--- src/rtl/multicycle_control.sv ---
// Multicycle RV32-subset control unit: sequences fetch, decode, memory,
// ALU, branch and jump phases, with a memory-wait timeout that traps.
//
// state (code) | meaning
// FETCH    (0) | request instruction word, write IR and PC+4 on ready
// DECODE   (1) | precompute branch/jump target into ALUOut, dispatch
// MEMADDR  (2) | compute rs1+imm load/store address
// MEMREAD  (3) | load data request, wait for ready
// MEMWB    (4) | write loaded data to rd, retire
// MEMWRITE (5) | store request, wait for ready, retire on ready
// EXEC_R   (6) | register-register ALU op
// EXEC_I   (7) | register-immediate ALU op
// ALUWB    (8) | write ALUOut to rd, retire
// BRANCH   (9) | compare rs1-rs2, conditionally load target into PC
// JAL     (10) | jump to target, rd gets PC+4, retire
// TRAP    (11) | absorbing fault state until reset
module multicycle_control #(
  parameter int MEM_TIMEOUT = 15
) (
  input  logic        clk,
  input  logic        reset,
  input  logic [31:0] instr,
  input  logic        mem_ready,
  input  logic        alu_zero,
  output logic        mem_req,
  output logic        mem_we,
  output logic        i_or_d,
  output logic        ir_write,
  output logic        pc_write,
  output logic        reg_write,
  output logic [1:0]  alu_src_a,
  output logic [1:0]  alu_src_b,
  output logic [3:0]  alu_op,
  output logic [1:0]  pc_src,
  output logic [1:0]  wb_sel,
  output logic        instr_retired,
  output logic        trap,
  output logic [1:0]  trap_cause,
  output logic [3:0]  state
);

  typedef enum logic [3:0] {
    S_FETCH    = 4'd0,
    S_DECODE   = 4'd1,
    S_MEMADDR  = 4'd2,
    S_MEMREAD  = 4'd3,
    S_MEMWB    = 4'd4,
    S_MEMWRITE = 4'd5,
    S_EXEC_R   = 4'd6,
    S_EXEC_I   = 4'd7,
    S_ALUWB    = 4'd8,
    S_BRANCH   = 4'd9,
    S_JAL      = 4'd10,
    S_TRAP     = 4'd11
  } state_t;

  localparam logic [3:0] ALU_AND = 4'b0000;
  localparam logic [3:0] ALU_OR  = 4'b0001;
  localparam logic [3:0] ALU_ADD = 4'b0010;
  localparam logic [3:0] ALU_SUB = 4'b0110;
  localparam logic [3:0] ALU_SLT = 4'b0111;

  localparam logic [6:0] OP_LOAD   = 7'b0000011;
  localparam logic [6:0] OP_STORE  = 7'b0100011;
  localparam logic [6:0] OP_R      = 7'b0110011;
  localparam logic [6:0] OP_I      = 7'b0010011;
  localparam logic [6:0] OP_BRANCH = 7'b1100011;
  localparam logic [6:0] OP_JAL    = 7'b1101111;

  // last count value at which a still-missing ready becomes a timeout
  localparam logic [7:0] TMO_LAST = 8'(MEM_TIMEOUT - 1);

  state_t     state_q, state_d;
  logic [1:0] cause_q, cause_d;
  logic [7:0] wait_cnt;
  logic       mem_wait;
  logic       timeout;
  logic       legal;

  logic [6:0] opcode;
  logic [2:0] funct3;
  logic [6:0] funct7;
  logic       unused_instr_bits;

  assign opcode = instr[6:0];
  assign funct3 = instr[14:12];
  assign funct7 = instr[31:25];
  assign unused_instr_bits = ^{instr[24:15], instr[11:7]};

  assign mem_wait   = (state_q == S_FETCH) || (state_q == S_MEMREAD) || (state_q == S_MEMWRITE);
  // a ready in the same cycle beats the timeout, so only a missing ready counts
  assign timeout    = !mem_ready && (wait_cnt == TMO_LAST);
  assign state      = state_q;
  assign trap       = (state_q == S_TRAP);
  assign trap_cause = cause_q;

  // state, trap cause and wait counter registers; counter restarts on every entry to a wait state
  always_ff @(posedge clk) begin
    if (reset) begin
      state_q  <= S_FETCH;
      cause_q  <= 2'b00;
      wait_cnt <= 8'd0;
    end else begin
      state_q <= state_d;
      cause_q <= cause_d;
      if (mem_wait && !mem_ready && (state_d == state_q))
        wait_cnt <= wait_cnt + 8'd1;
      else
        wait_cnt <= 8'd0;
    end
  end

  // next-state and per-state control outputs
  always_comb begin
    state_d       = state_q;
    cause_d       = cause_q;
    mem_req       = 1'b0;
    mem_we        = 1'b0;
    i_or_d        = 1'b0;
    ir_write      = 1'b0;
    pc_write      = 1'b0;
    reg_write     = 1'b0;
    alu_src_a     = 2'b00;
    alu_src_b     = 2'b00;
    alu_op        = ALU_AND;
    pc_src        = 2'b00;
    wb_sel        = 2'b00;
    instr_retired = 1'b0;
    legal         = 1'b0;
    case (state_q)
      S_FETCH: begin
        mem_req = 1'b1;
        if (mem_ready) begin
          ir_write  = 1'b1;
          pc_write  = 1'b1;
          alu_src_b = 2'b01;
          alu_op    = ALU_ADD;
          state_d   = S_DECODE;
        end else if (timeout) begin
          state_d = S_TRAP;
          cause_d = 2'b10;
        end
      end
      S_DECODE: begin
        alu_src_a = 2'b01;
        alu_src_b = 2'b10;
        alu_op    = ALU_ADD;
        case (opcode)
          OP_LOAD, OP_STORE: state_d = S_MEMADDR;
          OP_R:              state_d = S_EXEC_R;
          OP_I:              state_d = S_EXEC_I;
          OP_BRANCH:         state_d = S_BRANCH;
          OP_JAL:            state_d = S_JAL;
          default: begin
            state_d = S_TRAP;
            cause_d = 2'b01;
          end
        endcase
      end
      S_MEMADDR: begin
        alu_src_a = 2'b10;
        alu_src_b = 2'b10;
        alu_op    = ALU_ADD;
        state_d   = (opcode == OP_LOAD) ? S_MEMREAD : S_MEMWRITE;
      end
      S_MEMREAD: begin
        mem_req = 1'b1;
        i_or_d  = 1'b1;
        if (mem_ready) begin
          state_d = S_MEMWB;
        end else if (timeout) begin
          state_d = S_TRAP;
          cause_d = 2'b10;
        end
      end
      S_MEMWB: begin
        reg_write     = 1'b1;
        wb_sel        = 2'b01;
        instr_retired = 1'b1;
        state_d       = S_FETCH;
      end
      S_MEMWRITE: begin
        mem_req = 1'b1;
        mem_we  = 1'b1;
        i_or_d  = 1'b1;
        if (mem_ready) begin
          instr_retired = 1'b1;
          state_d       = S_FETCH;
        end else if (timeout) begin
          state_d = S_TRAP;
          cause_d = 2'b10;
        end
      end
      S_EXEC_R: begin
        alu_src_a = 2'b10;
        alu_src_b = 2'b00;
        case (funct3)
          3'b000: begin
            if (funct7 == 7'b0000000) begin
              alu_op = ALU_ADD;
              legal  = 1'b1;
            end else if (funct7 == 7'b0100000) begin
              alu_op = ALU_SUB;
              legal  = 1'b1;
            end
          end
          3'b010: begin alu_op = ALU_SLT; legal = 1'b1; end
          3'b110: begin alu_op = ALU_OR;  legal = 1'b1; end
          3'b111: begin alu_op = ALU_AND; legal = 1'b1; end
          default: legal = 1'b0;
        endcase
        state_d = legal ? S_ALUWB : S_TRAP;
        if (!legal) cause_d = 2'b01;
      end
      S_EXEC_I: begin
        alu_src_a = 2'b10;
        alu_src_b = 2'b10;
        case (funct3)
          3'b000: begin alu_op = ALU_ADD; legal = 1'b1; end
          3'b010: begin alu_op = ALU_SLT; legal = 1'b1; end
          3'b110: begin alu_op = ALU_OR;  legal = 1'b1; end
          3'b111: begin alu_op = ALU_AND; legal = 1'b1; end
          default: legal = 1'b0;
        endcase
        state_d = legal ? S_ALUWB : S_TRAP;
        if (!legal) cause_d = 2'b01;
      end
      S_ALUWB: begin
        reg_write     = 1'b1;
        wb_sel        = 2'b00;
        instr_retired = 1'b1;
        state_d       = S_FETCH;
      end
      S_BRANCH: begin
        alu_src_a = 2'b10;
        alu_src_b = 2'b00;
        alu_op    = ALU_SUB;
        pc_src    = 2'b01;
        if (funct3 == 3'b000 || funct3 == 3'b001) begin
          pc_write      = (funct3 == 3'b000) ? alu_zero : !alu_zero;
          instr_retired = 1'b1;
          state_d       = S_FETCH;
        end else begin
          state_d = S_TRAP;
          cause_d = 2'b01;
        end
      end
      S_JAL: begin
        pc_write      = 1'b1;
        pc_src        = 2'b01;
        reg_write     = 1'b1;
        wb_sel        = 2'b10;
        instr_retired = 1'b1;
        state_d       = S_FETCH;
      end
      S_TRAP: state_d = S_TRAP;
      default: state_d = S_FETCH;
    endcase
  end

endmodule

--- config.mk ---
export PLATFORM = sky130hd
export DESIGN_NAME = multicycle_control
export DESIGN_NICKNAME = d
export VERILOG_FILES = /design/src/rtl/multicycle_control.sv
export SDC_FILE = /design/constraint.sdc
export NUM_CORES = 1
export LEC_CHECK = 0
export CAP_MARGIN = 20
export CORE_ASPECT_RATIO = 0.75
export CORE_UTILIZATION = 39
export CTS_CLUSTER_DIAMETER = 30
export DETAILED_ROUTE_END_ITERATION = 7
export GPL_TIMING_DRIVEN = 1
export PLACE_DENSITY = 0.77
export SYNTH_ARGS = -nofsm -noshare
export SYNTH_HDL_FRONTEND = slang
export SYNTH_SLANG_ARGS = --single-unit
--- constraint.sdc ---
create_clock -name clk -period 2.65 [get_ports clk]
set_clock_uncertainty 0.2 [all_clocks]
set_input_delay 0.53 -clock clk [delete_from_list [all_inputs] [get_ports clk]]
set_output_delay 0.53 -clock clk [all_outputs]
set_load 0.005 [all_outputs]
==> flow_summary_export.csv <==
group,metric,value,unit
outcome,outcome,"finished clean",
floorplan,start_util,42.4,%
routing,wire_per_inst,14.9,µm
clock_network,path_clk_slew,60,ps
logic_synthesis,yosysTopAreaCell,"dfxtp_1",
global_routing,grt_pass1_vias,1340,
final_layout,n_antenna_cell,0,
logic_synthesis,synth-seq-cells,14,
floorplan,design.die.area,0.00316,mm²
setup_path,cp.required,1920,ps
setup_path,crit_path_start_kind,"input pin",
place,pre_cts_ws,-298,ps
final_layout,layout_common_cells,"clkdlybuf4s50_1, buf_4, nor2_1, nand2_1, dfxtp_1",
timing,finalHoldViolCount,0,
clock_network,ctsHoldBuffers,0,
floorplan,rows,16,
clock_network,cts_tree,"built",
pwr,power_density,795,mW/mm²
job,drv_cap,0,
timing,worst_slew_pin_slew,515,ps
final_layout,drive_gt1_share,21.0,%
logic_synthesis,synth_top_area_share,24.5,%
setup_path,path_delay_family,"buffers and inverters",
routing,drt_first_pass_iters,4,
final_layout,syn_to_final_growth,68.2,%
routing,ant_nets,0,
setup_path,critPathKind,"in2out",
pwr,leakage,0.755,nW
global_routing,grt_max_degree,21,
timing,fin_ws,35.6,ps
global_routing,antenna_found_initial,0,
setup_path,critical_path.slowest_cell,"clkdlybuf4s50_1",
clock_network,cts_max_path_buffers,2,
setup_path,critPathBufInv,2,
final_layout,final_common_cell,"clkdlybuf4s50_1",
routing,drc,0,
pwr,ir_drop,0.339,mV
final_layout,nNetsFinal,263,
worst_hold_path,hold_path.class,"reg2reg",
timing,fmax,383,MHz
logic_synthesis,yosysWarningCount,0,
place,hpwl,2800,µm
logic_synthesis,netlist_instances,161,
setup_path,path_cells,"clkdlybuf4s50_1 > xnor2_1 > o41ai_1 > a21o_1 > dlygate4sd2_1",
logic_synthesis,synthArstFlopShare,0,%
clock_network,cts_root_buf,"clkbuf_8",
place,port_buffers,44,
clock_network,htree_num_levels,1,
timing,fin_crit_sh,98.7,%
routing,viasPerCell,5.57,
routing,vias,1448,
final_layout,fin_area,0.00193,mm²
setup_path,cpPeakStageDelay,430,ps
logic_synthesis,ys_seq_area_share,24.5,%
timing,setup_viol,0,
setup_path,end_kind,"output port",
floorplan,ioPinCount,62,
final_layout,final_util,71.3,%
logic_synthesis,ys_top_cells_by_area,"dfxtp_1, nor2_1, nand2_1",
global_routing,overflow,0,
global_routing,grt_pass1_wl,6020,µm
place,gp_congestion,0.846,
clock_network,cts.sinks,14,
floorplan,die_h,48.9,µm
timing,fin_crit,2610,ps
final_layout,n_fill_cell,239,
timing,maxSlewViolCount,0,
setup_path,cp.arrival,1880,ps
routing,drt_iter0_drc,58,
clock_network,cts_buffers,3,
floorplan,die_w,64.6,µm
global_routing,track_usage,24.1,%
clock_network,worstSkewPairLatency,250,ps
routing,wl,3870,µm
logic_synthesis,synth-main-ff-cell,"dfxtp_1",
logic_synthesis,synth_edf_count,0,
timing,relSlewSlack,65.4,%
setup_path,path_max_fanout,1,
floorplan,core,0.00270,mm²
logic_synthesis,synth_cell_types,41,
logic_synthesis,syn-cell-area,0.00114,mm²
logic_synthesis,syn_area_per_cell,7.11,µm²
place,place_area,0.00177,mm²
per-stage QoR:
step | TNS [ps] | total power, mW | hold WS [ps] | instances
2_1_floorplan | 0 | 0.750 | 237 | 162
3_3_place_gp | -782 | 1.22 | 262 | 255
3_5_place_dp | -924 | 1.24 | 274 | 255
4_1_cts | 0 | 1.48 | 287 | 261
5_1_grt | -5.88 | 1.64 | 320 | 260
6_report | 0 | 1.53 | 295 | 260
Yosys cell counts (2+ instances only):
master	number
nor2_1	21
dfxtp_1	14
nand2_1	14
nand3_1	9
o21ai_0	8
a21oi_1	7
nor3_1	7
a31oi_1	6
clkbuf_1	6
inv_1	6
nor4_1	5
xor2_1	5
and3_1	4
nand2b_1	4
xnor2_1	4
a22oi_1	3
and2_1	3
buf_4	3
or4_1	3
a21o_1	2
ha_1	2
nor3b_1	2
o211ai_1	2
o22ai_1	2
o2bb2ai_1	2
o41ai_1	2
where the power goes:
part           internal, mW  switching [mW]
Clock                 0.132          0.0787
Sequential            0.249          0.0579
Combinational         0.524           0.490
Total                 0.904           0.627
flip-flops by register name, indices dropped and copies added (netlist names):
signal,count
wait_cnt,8
state,4
trap_cause,2
path summary, 6_finish.rpt:
| path | start | endpoint | slack, ps | depth (start not counted) |
|---|---|---|---|---|
| setup / recovery | alu_zero | pc_write | 40 | 5 |
| hold / removal | wait_cnt[0]$_SDFF_PP0_ | wait_cnt[0]$_SDFF_PP0_ | 290 | 1 |
| setup reg to reg | wait_cnt[0]$_SDFF_PP0_ | wait_cnt[2]$_SDFF_PP0_ | 260 | 8 |
| hold reg to reg | wait_cnt[0]$_SDFF_PP0_ | wait_cnt[0]$_SDFF_PP0_ | 290 | 1 |
cells by family after synthesis:
kind of cell    after synthesis  synth area share, %
compound gates               42                 24.4
xor+xnor                      9                 6.88
fa+ha+maj                     2                 2.19
buf+inv                      16                 6.23
flops                        14                 24.5
other cells                   1                0.328
simple gates                 77                 35.5
final cells by class:
class	count	area [µm²]	area share, %
clock buffers	4	55.1	2.86
inverters	6	22.5	1.17
well taps	36	45.0	2.34
flip-flops and latches	14	283	14.7
repair buffers	68	636	33.0
multi-input cells	132	885	45.9
worst reg2reg max path, cell delays in order (launching register included):
cell and delay [ps]:
dfxtp_1 350, inv_1 70, ha_1 140, or4b_1 470, or4_4 530, nor4_4 190, o41ai_1 140, nand2b_2 130
nor2_1 70
per-layer routing:
metal | vias to the layer above | track usage [%] | part of all wire, %
li1 | 708 | - | -
met1 | 683 | 31.8 | 44
met2 | 57 | 41.6 | 50
met3 | 0 | 4.67 | 6.3
met4 | 0 | 2.96 | 0
met5 | - | 0 | 0
what timing repair did:
action | in CTS | in global routing
buffers inserted | 2 | 0
gates cloned | 0 | 0
setup endpoints to repair | 9 | 7
gates resized for setup | 20 | 9
pin swaps | 4 | 1
endpoints found under the hold margin | 0 | 0
(Power assumes the default switching activity.)
